[config.mk]
export PLATFORM = sky130hd
export DESIGN_NAME = kbd_scode_dec_flat
export DESIGN_NICKNAME = d
export VERILOG_FILES = /design/src/rtl/kbd_scode_dec_pkg.sv /design/src/rtl/kbd_scode_dec_if.sv /design/src/rtl/kbd_scode_dec_fifo.sv /design/src/rtl/kbd_scode_dec.sv /design/src/flat_wrapper.sv
export SDC_FILE = /design/constraint.sdc
export NUM_CORES = 1
export LEC_CHECK = 0
export CAP_MARGIN = 20
export CORE_UTILIZATION = 50
export DETAILED_ROUTE_END_ITERATION = 8
export PLACE_DENSITY = 0.73
export SLEW_MARGIN = 20
export SYNTH_ARGS = -nofsm -noshare
export SYNTH_HDL_FRONTEND = slang
export SYNTH_SLANG_ARGS = --single-unit
[constraint.sdc]
create_clock -name clk -period 2.9 [get_ports clk]
set_clock_uncertainty 0.2 [all_clocks]
set_input_delay 0.87 -clock clk [delete_from_list [all_inputs] [get_ports clk]]
set_output_delay 0.87 -clock clk [all_outputs]
set_load 0.01 [all_outputs]
[src/rtl/kbd_scode_dec_pkg.sv]
// Shared constants, FSM state, event record and the set-2 ASCII table for the scan-code decoder.
// Optional ASCII translation is enabled with KBD_DEC_ASCII_EN.
package kbd_scode_dec_pkg;

    localparam logic [7:0] SC_BRK    = 8'hF0;
    localparam logic [7:0] SC_EXT    = 8'hE0;
    localparam logic [7:0] SC_PAUSE  = 8'hE1;
    localparam logic [7:0] SC_BAT    = 8'hAA;
    localparam logic [7:0] SC_ACK    = 8'hFA;
    localparam logic [7:0] SC_RESEND = 8'hFE;
    localparam logic [7:0] SC_ECHO   = 8'hEE;
    localparam logic [7:0] SC_LSHIFT = 8'h12;
    localparam logic [7:0] SC_RSHIFT = 8'h59;
    localparam logic [7:0] SC_CTRL   = 8'h14;
    localparam logic [7:0] SC_ALT    = 8'h11;

    localparam logic [2:0] PAUSE_SKIP = 3'd7;

    typedef enum logic [2:0] {
        S_IDLE,
        S_BRK,
        S_EXT,
        S_EXT_BRK,
        S_PAUSE
    } kbd_state_e;

    typedef struct packed {
        logic [7:0] code;
        logic       brk;
        logic       ext;
        logic [7:0] ascii;
    } kbd_ev_t;

`ifdef KBD_DEC_ASCII_EN
    localparam int EV_W = 18;

    // Returns {unshifted, shifted} pair selected by shift; unmapped codes give 8'h00.
    function automatic logic [7:0] kbd_ascii(input logic [7:0] code, input logic shift);
        logic [7:0] lo;
        logic [7:0] hi;
        {lo, hi} = 16'h0000;
        case (code)
            8'h1C: {lo, hi} = "aA";  8'h32: {lo, hi} = "bB";  8'h21: {lo, hi} = "cC";
            8'h23: {lo, hi} = "dD";  8'h24: {lo, hi} = "eE";  8'h2B: {lo, hi} = "fF";
            8'h34: {lo, hi} = "gG";  8'h33: {lo, hi} = "hH";  8'h43: {lo, hi} = "iI";
            8'h3B: {lo, hi} = "jJ";  8'h42: {lo, hi} = "kK";  8'h4B: {lo, hi} = "lL";
            8'h3A: {lo, hi} = "mM";  8'h31: {lo, hi} = "nN";  8'h44: {lo, hi} = "oO";
            8'h4D: {lo, hi} = "pP";  8'h15: {lo, hi} = "qQ";  8'h2D: {lo, hi} = "rR";
            8'h1B: {lo, hi} = "sS";  8'h2C: {lo, hi} = "tT";  8'h3C: {lo, hi} = "uU";
            8'h2A: {lo, hi} = "vV";  8'h1D: {lo, hi} = "wW";  8'h22: {lo, hi} = "xX";
            8'h35: {lo, hi} = "yY";  8'h1A: {lo, hi} = "zZ";
            8'h45: {lo, hi} = "0)";  8'h16: {lo, hi} = "1!";  8'h1E: {lo, hi} = "2@";
            8'h26: {lo, hi} = "3#";  8'h25: {lo, hi} = "4$";  8'h2E: {lo, hi} = "5%";
            8'h36: {lo, hi} = "6^";  8'h3D: {lo, hi} = "7&";  8'h3E: {lo, hi} = "8*";
            8'h46: {lo, hi} = "9(";
            8'h0E: {lo, hi} = {8'h60, 8'h7E};
            8'h4E: {lo, hi} = "-_";  8'h55: {lo, hi} = "=+";  8'h54: {lo, hi} = "[{";
            8'h5B: {lo, hi} = "]}";  8'h5D: {lo, hi} = {8'h5C, 8'h7C};
            8'h4C: {lo, hi} = ";:";  8'h52: {lo, hi} = {8'h27, 8'h22};
            8'h41: {lo, hi} = ",<";  8'h49: {lo, hi} = ".>";  8'h4A: {lo, hi} = "/?";
            8'h5A: {lo, hi} = {8'h0D, 8'h0D};
            8'h66: {lo, hi} = {8'h08, 8'h08};
            8'h76: {lo, hi} = {8'h1B, 8'h1B};
            8'h29: {lo, hi} = {8'h20, 8'h20};
            default: {lo, hi} = 16'h0000;
        endcase
        return shift ? hi : lo;
    endfunction
`else
    localparam int EV_W = 10;
`endif

endpackage

[src/rtl/kbd_scode_dec_if.sv]
// Key-event stream from the decoder to the host-side consumer; valid/ready handshake.
interface kbd_scode_dec_if;
    logic [7:0] ev_code;
    logic       ev_brk;
    logic       ev_ext;
    logic [7:0] ev_ascii;
    logic       ev_valid;
    logic       ev_ready;

    modport master (output ev_code, ev_brk, ev_ext, ev_ascii, ev_valid, input ev_ready);
    modport slave  (input ev_code, ev_brk, ev_ext, ev_ascii, ev_valid, output ev_ready);
endinterface

[src/rtl/kbd_scode_dec_fifo.sv]
// Generic synchronous FIFO, no fall-through: a push becomes visible at the head one edge later.
// Push on full is refused unless a pop happens in the same cycle; pop on empty is ignored.
module kbd_scode_dec_fifo #(
    parameter int DEPTH = 8,
    parameter int WIDTH = 10
) (
    input  logic             clk,
    input  logic             rst,
    input  logic             push_i,
    input  logic [WIDTH-1:0] dat_i,
    input  logic             pop_i,
    output logic             full_o,
    output logic             empty_o,
    output logic [WIDTH-1:0] dat_o
);
    localparam int AW = $clog2(DEPTH);

    logic [WIDTH-1:0] mem_q [DEPTH];
    logic [AW-1:0]    wr_q;
    logic [AW-1:0]    rd_q;
    logic [AW:0]      cnt_q;
    logic             push_ok;
    logic             pop_ok;

    assign empty_o = (cnt_q == '0);
    assign full_o  = (cnt_q == (AW+1)'(DEPTH));
    assign pop_ok  = pop_i & ~empty_o;
    assign push_ok = push_i & (~full_o | pop_ok);
    assign dat_o   = mem_q[rd_q];

    always_ff @(posedge clk) begin
        if (rst) begin
            wr_q  <= '0;
            rd_q  <= '0;
            cnt_q <= '0;
        end else begin
            if (push_ok) wr_q <= wr_q + AW'(1);
            if (pop_ok)  rd_q <= rd_q + AW'(1);
            cnt_q <= cnt_q + (AW+1)'(push_ok) - (AW+1)'(pop_ok);
        end
    end

    always_ff @(posedge clk) begin
        if (push_ok) mem_q[wr_q] <= dat_i;
    end
endmodule

[src/rtl/kbd_scode_dec.sv]
// PS/2 set-2 scan-code decoder: bytes -> key events buffered in a FIFO, 2-cycle strobe-to-valid latency.
// Events are dropped (sticky ovf) when the FIFO is full; ASCII output only with KBD_DEC_ASCII_EN.
module kbd_scode_dec
    import kbd_scode_dec_pkg::*;
#(
    parameter int          P_FIFO_DEPTH  = 8,
    parameter logic [31:0] P_PFX_TIMEOUT = 32'd1000000
) (
    input  logic             clk,
    input  logic             rst,
    input  logic [7:0]       scode,
    input  logic             scode_en,
    input  logic [7:0]       rx_err,
    kbd_scode_dec_if.master  ev,
    output logic [3:0]       mods,
    output logic             bat_ok,
    output logic             ovf,
    input  logic             ovf_clr,
    output logic [7:0]       err_cnt
);
    kbd_state_e  state_q, state_d;
    logic [2:0]  skip_q, skip_d;
    logic [31:0] tmo_q, tmo_d;
    logic [7:0]  err_q, err_d;
    logic [3:0]  mods_q, mods_d;
    kbd_ev_t     ev_q;
    logic        ev_push_q, bat_q, ovf_q;

    logic        emit_d, brk_d, ext_d, err_inc, bat_d;
    logic [7:0]  code_d, ascii_d;
    logic        is_pfx, is_fake;
    logic        fifo_full, fifo_empty, pop, drop;
    logic [EV_W-1:0] fifo_in, fifo_out;

    assign is_pfx  = (scode == SC_BRK) || (scode == SC_EXT) || (scode == SC_PAUSE);
    assign is_fake = (scode == SC_LSHIFT) || (scode == SC_RSHIFT);

    always_comb begin
        state_d = state_q;
        skip_d  = skip_q;
        tmo_d   = tmo_q;
        emit_d  = 1'b0;
        brk_d   = 1'b0;
        ext_d   = 1'b0;
        code_d  = scode;
        err_inc = 1'b0;
        bat_d   = 1'b0;
        if (scode_en) begin
            tmo_d = '0;
            if (rx_err[2:0] != 3'b000) begin
                state_d = S_IDLE;
                err_inc = 1'b1;
            end else begin
                case (state_q)
                    S_IDLE: begin
                        case (scode)
                            SC_BRK:   state_d = S_BRK;
                            SC_EXT:   state_d = S_EXT;
                            SC_PAUSE: begin
                                state_d = S_PAUSE;
                                skip_d  = PAUSE_SKIP;
                            end
                            SC_BAT:                     bat_d   = 1'b1;
                            8'h00, 8'hFF:               err_inc = 1'b1;
                            SC_ACK, SC_RESEND, SC_ECHO: ;
                            default:                    emit_d  = 1'b1;
                        endcase
                    end
                    S_BRK: begin
                        state_d = S_IDLE;
                        err_inc = is_pfx;
                        emit_d  = ~is_pfx;
                        brk_d   = 1'b1;
                    end
                    S_EXT: begin
                        if (scode == SC_BRK) begin
                            state_d = S_EXT_BRK;
                        end else begin
                            // E0 12 / E0 59 are synthetic shifts wrapped around extended keys
                            state_d = S_IDLE;
                            emit_d  = ~is_fake;
                            ext_d   = 1'b1;
                        end
                    end
                    S_EXT_BRK: begin
                        state_d = S_IDLE;
                        err_inc = is_pfx;
                        emit_d  = ~is_pfx & ~is_fake;
                        brk_d   = 1'b1;
                        ext_d   = 1'b1;
                    end
                    S_PAUSE: begin
                        if (skip_q == 3'd1) begin
                            state_d = S_IDLE;
                            emit_d  = 1'b1;
                            code_d  = SC_PAUSE;
                        end else begin
                            skip_d = skip_q - 3'd1;
                        end
                    end
                    default: state_d = S_IDLE;
                endcase
            end
        end else if (state_q != S_IDLE) begin
            if (tmo_q == P_PFX_TIMEOUT - 32'd1) begin
                state_d = S_IDLE;
                tmo_d   = '0;
                err_inc = 1'b1;
            end else begin
                tmo_d = tmo_q + 32'd1;
            end
        end
    end

    always_comb begin
        mods_d = mods_q;
        if (emit_d) begin
            case (code_d)
                SC_LSHIFT: mods_d[0] = ~brk_d;
                SC_RSHIFT: mods_d[1] = ~brk_d;
                SC_CTRL:   mods_d[2] = ~brk_d;
                SC_ALT:    mods_d[3] = ~brk_d;
                default:   ;
            endcase
        end
    end

    assign err_d = (err_inc && err_q != 8'hFF) ? err_q + 8'd1 : err_q;

`ifdef KBD_DEC_ASCII_EN
    assign ascii_d = (brk_d | ext_d) ? 8'h00 : kbd_ascii(code_d, mods_q[0] | mods_q[1]);
`else
    assign ascii_d = 8'h00;
`endif

    assign pop  = ~fifo_empty & ev.ev_ready;
    assign drop = ev_push_q & fifo_full & ~pop;

    always_ff @(posedge clk) begin
        if (rst) begin
            state_q   <= S_IDLE;
            skip_q    <= '0;
            tmo_q     <= '0;
            err_q     <= '0;
            mods_q    <= '0;
            ev_q      <= '0;
            ev_push_q <= 1'b0;
            bat_q     <= 1'b0;
            ovf_q     <= 1'b0;
        end else begin
            state_q   <= state_d;
            skip_q    <= skip_d;
            tmo_q     <= tmo_d;
            err_q     <= err_d;
            mods_q    <= mods_d;
            ev_push_q <= emit_d;
            bat_q     <= bat_d;
            if (emit_d) begin
                ev_q.code  <= code_d;
                ev_q.brk   <= brk_d;
                ev_q.ext   <= ext_d;
                ev_q.ascii <= ascii_d;
            end
            if (ovf_clr)   ovf_q <= 1'b0;
            else if (drop) ovf_q <= 1'b1;
        end
    end

`ifdef KBD_DEC_ASCII_EN
    assign fifo_in     = ev_q;
    assign ev.ev_ascii = fifo_out[7:0];
`else
    logic unused_ascii;
    assign unused_ascii = |ev_q.ascii;
    assign fifo_in      = {ev_q.code, ev_q.brk, ev_q.ext};
    assign ev.ev_ascii  = 8'h00;
`endif

    kbd_scode_dec_fifo #(
        .DEPTH (P_FIFO_DEPTH),
        .WIDTH (EV_W)
    ) u_fifo (
        .clk     (clk),
        .rst     (rst),
        .push_i  (ev_push_q),
        .dat_i   (fifo_in),
        .pop_i   (pop),
        .full_o  (fifo_full),
        .empty_o (fifo_empty),
        .dat_o   (fifo_out)
    );

    assign ev.ev_code  = fifo_out[EV_W-1 -: 8];
    assign ev.ev_brk   = fifo_out[EV_W-9];
    assign ev.ev_ext   = fifo_out[EV_W-10];
    assign ev.ev_valid = ~fifo_empty;

    assign mods    = mods_q;
    assign bat_ok  = bat_q;
    assign ovf     = ovf_q;
    assign err_cnt = err_q;
endmodule

[src/flat_wrapper.sv]
// flat-port wrapper written by rule: the top's interface ports become plain ports
module kbd_scode_dec_flat import kbd_scode_dec_pkg::*;
#(
    parameter int          P_FIFO_DEPTH  = 8,
    parameter logic [31:0] P_PFX_TIMEOUT = 32'd1000000
)
  (clk, rst, scode, scode_en, rx_err, mods, bat_ok, ovf, ovf_clr, err_cnt, ev_ev_code, ev_ev_brk, ev_ev_ext, ev_ev_ascii, ev_ev_valid, ev_ev_ready);
  kbd_scode_dec_if ev_i ();
  input  logic clk;
  input  logic rst;
  input  logic [7:0] scode;
  input  logic scode_en;
  input  logic [7:0] rx_err;
  output logic [3:0] mods;
  output logic bat_ok;
  output logic ovf;
  input  logic ovf_clr;
  output logic [7:0] err_cnt;
  output wire logic [$bits(ev_i.ev_code)-1:0] ev_ev_code;
  output wire logic [$bits(ev_i.ev_brk)-1:0] ev_ev_brk;
  output wire logic [$bits(ev_i.ev_ext)-1:0] ev_ev_ext;
  output wire logic [$bits(ev_i.ev_ascii)-1:0] ev_ev_ascii;
  output wire logic [$bits(ev_i.ev_valid)-1:0] ev_ev_valid;
  input wire logic [$bits(ev_i.ev_ready)-1:0] ev_ev_ready;
  assign ev_ev_code = ev_i.ev_code;
  assign ev_ev_brk = ev_i.ev_brk;
  assign ev_ev_ext = ev_i.ev_ext;
  assign ev_ev_ascii = ev_i.ev_ascii;
  assign ev_ev_valid = ev_i.ev_valid;
  assign ev_i.ev_ready = ev_ev_ready;
  kbd_scode_dec #(.P_FIFO_DEPTH(P_FIFO_DEPTH), .P_PFX_TIMEOUT(P_PFX_TIMEOUT)) u_core (.clk(clk), .rst(rst), .scode(scode), .scode_en(scode_en), .rx_err(rx_err), .ev(ev_i), .mods(mods), .bat_ok(bat_ok), .ovf(ovf), .ovf_clr(ovf_clr), .err_cnt(err_cnt));
endmodule
Word level (Yosys, flattened, before mapping):

Memory sizes are Yosys's and may differ from the RTL's. A register that Yosys moved wholly into a read port is not among the register bits.
Cells that the tools add are included.

* memories: 1
* register bits after elaboration: 73
* RAM bits: 80
* output and inout bits: 33
* bits of input ports: 21

Memories
* u_core.u_fifo.mem_q: words 8, bits a word 10, rd ports 1, clocked after Yosys merged registers in 1, write ports 1, RTL line kbd_scode_dec_fifo.sv:18 `logic [WIDTH-1:0] mem_q [DEPTH];`

* bitwise gates (word level): 16
* add/sub/neg operators: 7
* equality and inequality tests: 26
* multiplexer cells: 40
* reduce and logical (&&, ||, !) cells: 24

Operators with widths (number)
* equality test 8 bit, second input constant: 8
* adder 32 x 1 -> 32 bit, second input constant: 1
* equality test 32 x 20 -> 1 bit, second input constant: 1
* equality test 8 x 5 -> 1 bit, second input constant: 4
* 2-to-1 mux 32 bit: 1
* 2-to-1 mux 8 bit: 4
* 2-to-1 mux 3 bit: 9
* 2-to-1 mux 1 bit: 19
* one-hot mux 3 bit (3 select lines): 2
* equality test 8 x 7 -> 1 bit, second input constant: 2
* NOT 1 bit: 9
* OR reduction 9 bit: 1
* adder 8 x 1 -> 8 bit, second input constant: 1
* logical NOT 8 bit: 1
* != test 8 bit, second input constant: 1
* AND reduction 2 bit: 4
* OR reduction 2 bit: 4
* adder 3 x 1 -> 3 bit, second input constant: 2
* AND 1 bit: 6
* equality test 3 x 1 -> 1 bit, second input constant: 2
* equality test 3 x 2 -> 1 bit, second input constant: 2
* != test 6 x 2 -> 1 bit, second input constant: 1
* one-hot mux 3 bit (2 select lines): 1
* nonzero test 2 bit: 3
* 20 further kinds: 24

Logic depth before layout (Yosys ltp):

* depth after elaboration: 9
* gate-level depth with buffers: 12
* gate-level depth less buffers: 12

Modules after synthesis:

A second synthesis with hierarchy kept.

* cells, all modules: 592
* area total of the unflattened synthesis: 7105.6 µm²

By module, submodules not included
* kbd_scode_dec_fifo: cells an instance 208, seq. area each 2662.6 µm², times used 1, area each 3773.6 µm²
* kbd_scode_dec: cells an instance 384, seq. area each 1261.2 µm², times used 1, area each 3331.9 µm²

Worst setup path before layout:

OpenSTA, ideal clock, no wires.

* path kind: input port to flip-flop
* start point: in scode[2]
* end point: reg u_core.err_q[6] (netlist: u_core.err_cnt[6])
* stages: 7
* path slack: -185 ps
* buffers on the path: 1
* required time: 2579 ps
* setup time: 121 ps
* arrival: 2765 ps
* cells stage by stage: clkbuf_1 nor4_1 a32o_1 a221oi_1 nor3_1 and4_1 mux2_2

* longest elaborated chain between the ends: 7
* elaborated cells between the ends (all ways): 13
* those cells by class: eq/ne (4); mux (4); reduce/logical (5)

Ends and longest elaborated chain
* start, declared: RTL line flat_wrapper.sv:11 `input logic [7:0] scode;`
* equality test 8 bit, or another cell as far along: RTL line kbd_scode_dec.sv:56 `case (scode)`
* OR reduction 2 bit / logical OR 1 bit (equally long branches): RTL line kbd_scode_dec.sv:56, kbd_scode_dec.sv:35
* 2-to-1 mux 1 bit / logical OR 1 bit (equally long branches): RTL line kbd_scode_dec.sv:56, kbd_scode_dec.sv:35
* one-hot mux 1 bit (2 select lines) *: RTL line kbd_scode_dec.sv:54 `case (state_q)`
* 2-to-1 mux 1 bit *: RTL line kbd_scode_dec.sv:50 `if (rx_err[2:0] != 3'b000) begin`
* 2-to-1 mux 1 bit *: RTL line kbd_scode_dec.sv:48 `if (scode_en) begin`
* logical AND 1 bit *: RTL line kbd_scode_dec.sv:128 `assign err_d = (err_inc && err_q != 8'hFF) ? err_q + 8'd1 : err_q;`
* end signal, assigned: RTL line kbd_scode_dec.sv:154 `err_q <= err_d;`
* end, declared: RTL line kbd_scode_dec.sv:24 `logic [7:0] err_q, err_d;`

Mark *: on every way between the ends. The rest lies on a longest branch, timed or not.
A chain may end at the register's enable or synchronous reset.

==> metrics.yaml <==
worst_setup_path:
  r2r-end: "u_core.err_cnt[7]"
  critPathTopFamily: "multiplexers"
  rr_startpoint: "u_core.tmo_q[13]"
  ff2ff_path_depth: 6
  cp_cell_sequence: "buf_12 > buf_16 > mux4_2 > mux2_2 > buf_6"
  cpMaxStageDelayCell: "mux4_2"
  cp_data_arrival_time_ps: 1960
  cp_slowest_stage_delay_ps: 500
  worstPathRequired_ps: 1830
  crit_buf_inv: 3
  path_class: "reg -> out"
  crit_path_max_fanout: 5
  cp-start-kind: "flip-flop"
  r2r_slack_ps: 340
  end_kind: "primary output"
layout:
  fin_nets: 692
  multi_input_area_mm2: 0.00274
  area_growth_pct: 27.8
  fill_cells: 930
  fin_cells: 843
  final_layout_size_suffix_gt1_share_pct: 24.4
  ff_latch_area_mm2: 0.00393
  antenna_cells: 0
route:
  drtIter0Drc: 292
  wirelength_mm: 13.7
  wl_per_cell_um: 16.2
  firstDrtPassIters: 4
  postRouteAntennaNets: 0
  vias: 4599
  vias_per_cell: 5.46
  drc: 0
sta:
  setup_ws_ps: -128
  rsz0062_at_grt: "true"
  setup_viol: 10
  fin_crit_ps: 3030
  hold_viol_final: 0
  finalHoldWorstSlack_ps: 281
  post-route-period-util_pct: 104
  worst_slew_pin_slew_ps: 650
  fmax_mhz: 330
  relSlewSlack_pct: 56.3
  slew_viol_final: 0
clock_network:
  cts_made_buffers: 17
  clk_latency_ps: 420
  clk_pin_slew_worst_paths_ps: 60
  root_buffer: "clkbuf_16"
  cts_tree: "built"
  cts.path.max_buffers: 2
  h-tree-depth: 4
  clock_sinks: 156
place:
  place_inst: 804
  hpwl_mm: 8.93
  io_buffers: 40
  place_congestion: 0.901
worst_hold_path:
  hold_start: "u_core.tmo_q[1]"
  holdPathStages: 2
  hold_path_end: "u_core.tmo_q[1]"
  hold_path_class: "reg -> reg"
power:
  ir_drop_uv: 372
  p_leak_uw: 0.00304
  total_power_uw: 5820
  powerDensity_mw_per_mm2: 679
logic_synthesis:
  synth_ff_type: "edfxtp_1"
  yosys_warnings: 0
  synth-seq-area-share_pct: 58.4
  async_reset_ff_share_pct: 0
  yosysUniqueCellTypes: 55
  syn_area_per_cell_um2: 12.0
  synth-edff-count: 80
  syn-cell-area_mm2: 0.00671
  synth_seq_cells: 156
  netlist_instances: 558
grt:
  grt_use_total_pct: 21.2
  grt_max_degree: 37
  grt_pass1_wl_mm: 22.9
  overflow: 0
  grt_pass1_vias: 4614
  antenna_found_initial: 0
die:
  rows: 41
  dieArea_mm2: 0.0139
  die-width_um: 118
  die_h_um: 118
  core_area_mm2: 0.0129
  start_util_pct: 52.1
  ioPinCount: 54
flow_run:
  max_cap_violations: 0
outcome:
  violations: "negative setup slack"
  status: "finished with violations"
-- power by group --
part	internal [µW]	leakage, µW	total, µW	switching [µW]
Clock	1370	0.000298	2260	889
Sequential	2370	0.00129	2420	53.0
Combinational	678	0.00146	1140	465
-- synthesized netlist by cell type (all sizes together) (2+ instances only) --
library cell	number	area (µm²)
edfxtp	80	2400
dfxtp	76	1520
nor2	76	285
nand2	33	124
xor2	29	254
nand3	23	115
a21oi	21	105
mux4	20	450
clkbuf	17	63.8
buf	16	95.1
inv	14	52.6
ha	12	150
mux2	12	135
nand4	12	75.1
nor3	12	60.1
and3	11	68.8
xnor2	11	96.3
nor2b	9	56.3
nor4	8	56.3
a211oi	6	45.0
and4	6	52.6
nand2b	6	37.5
a311oi	5	43.8
or4b	5	50.1
nor4b	4	35.0
or3	4	25.0
a221oi	3	32.5
o21ai	3	15.0
and2	2	12.5
mux2i	2	20.0
or4	2	18.8
-- cell usage in the layout (no fill, tap or decap), types with 4 or more instances in the layout --
master / Yosys / routed
a21oi_1: 21 / 18
buf_4: 8 / 57
buf_12: 0 / 5
edfxtp_1: 80 / 80
and3_1: 11 / 11
inv_1: 14 / 14
nand4_1: 12 / 12
clkinv_4: 0 / 4
nand2b_1: 6 / 6
mux2_4: 0 / 9
a211oi_1: 6 / 5
clkbuf_16: 0 / 17
nor3_1: 12 / 10
inv_6: 0 / 4
clkdlybuf4s50_1: 0 / 22
buf_6: 0 / 13
dfxtp_1: 76 / 75
or3_1: 4 / 4
xnor2_1: 11 / 11
dlygate4sd2_1: 0 / 5
nor2_1: 76 / 75
conb_1: 1 / 8
and4_1: 6 / 6
xor2_1: 29 / 29
mux4_2: 20 / 20
nor4b_1: 4 / 4
nand3_1: 23 / 22
nor2b_1: 9 / 9
nand2_1: 33 / 33
nor4_1: 7 / 5
ha_1: 12 / 12
a311oi_1: 5 / 5
-- worst register-to-register path: stages, from the launching register on --
cell and delay [ps]:
dfxtp_1 350, or4b_1 560, nor4_2 190, a31oi_2 150, or4_4 570, or3_1 330, a21oi_1 140
-- cells by family (layout without fill, tap and decap cells) --
kind of cell    after synthesis  in the layout  share of synthesized area, %
xor+xnor                     40             40                          5.22
compound gates               50             50                          5.16
fa+ha+maj                    13             13                          2.53
flops                       156            156                          58.4
simple gates                217            217                          16.4
buf+inv                      47            153                          3.15
other cells                   1              8                        0.0559
mux                          34             34                          9.02
-- through the flow --
step                      setup slack (ps)  utilization, %  setup TNS [ps]  instance area [µm²]
after global routing                  -189            66.6           -1590                 8580
after global placement                -545            60.1          -12330                 7740
after floorplan                      -3.71               -           -17.9                 6780
after detailed placement              -605            60.1          -13210                 7740
final                                 -128            66.6            -914                 8580
after CTS                             -144            66.5           -1320                 8570
-- area by class of cell --
class / instances / area share, %
Sequential cell: 156 / 45.8
Clock inverter: 15 / 2.19
Tap cell: 172 / 2.51
Timing Repair Buffer: 107 / 12.0
Multi-Input combinational cell: 362 / 31.9
Clock buffer: 17 / 4.96
Inverter: 14 / 0.613
-- repair_timing --
| action | CTS | global route |
|---|---|---|
| gates resized for setup | 76 | 13 |
| cloned | 3 | 0 |
| buffers inserted | 5 | 1 |
| setup endpoints to repair | 29 | 28 |
| pin swaps | 1 | 6 |
| endpoints found under the hold margin | 0 | 0 |
| hold buffers | 0 | 0 |
-- routing by layer --
layer	share of wire [%]	routed length, µm	global-route usage [%]	up-vias
met2	52	7050	36.4	87
met5	0	0	0	-
met1	45	6090	26.2	2257
li1	-	-	-	2244
met3	2.8	383	5.18	11
met4	0.93	127	6.41	0
-- worst max-delay path by stage --
stage	endpoint	slack, ps	cells past startpoint
final	ev_ev_code[5]	-130	5
after floorplan	u_core.ev_q[10]	-4	8
after CTS	ev_ev_code[5]	-140	5
after global placement	u_core.mods[1]	-550	8
after detailed placement	u_core.err_cnt[7]	-600	7
after global routing	ev_ev_code[5]	-190	5
-- sequential cells by signal (all words and copies together) (netlist names), 3 cells and up, named ones only --
signal / flops
u_core.tmo_q: 32
u_core.mods: 4
u_core.u_fifo.rd_q: 3
u_core.skip_q: 3
u_core.err_cnt: 8
u_core.u_fifo.wr_q: 3
u_core.state_q: 3
u_core.u_fifo.cnt_q: 4
u_core.ev_q: 10
u_core.u_fifo.mem_q: 80
No activity file was read; power rests on OpenSTA's default activity.
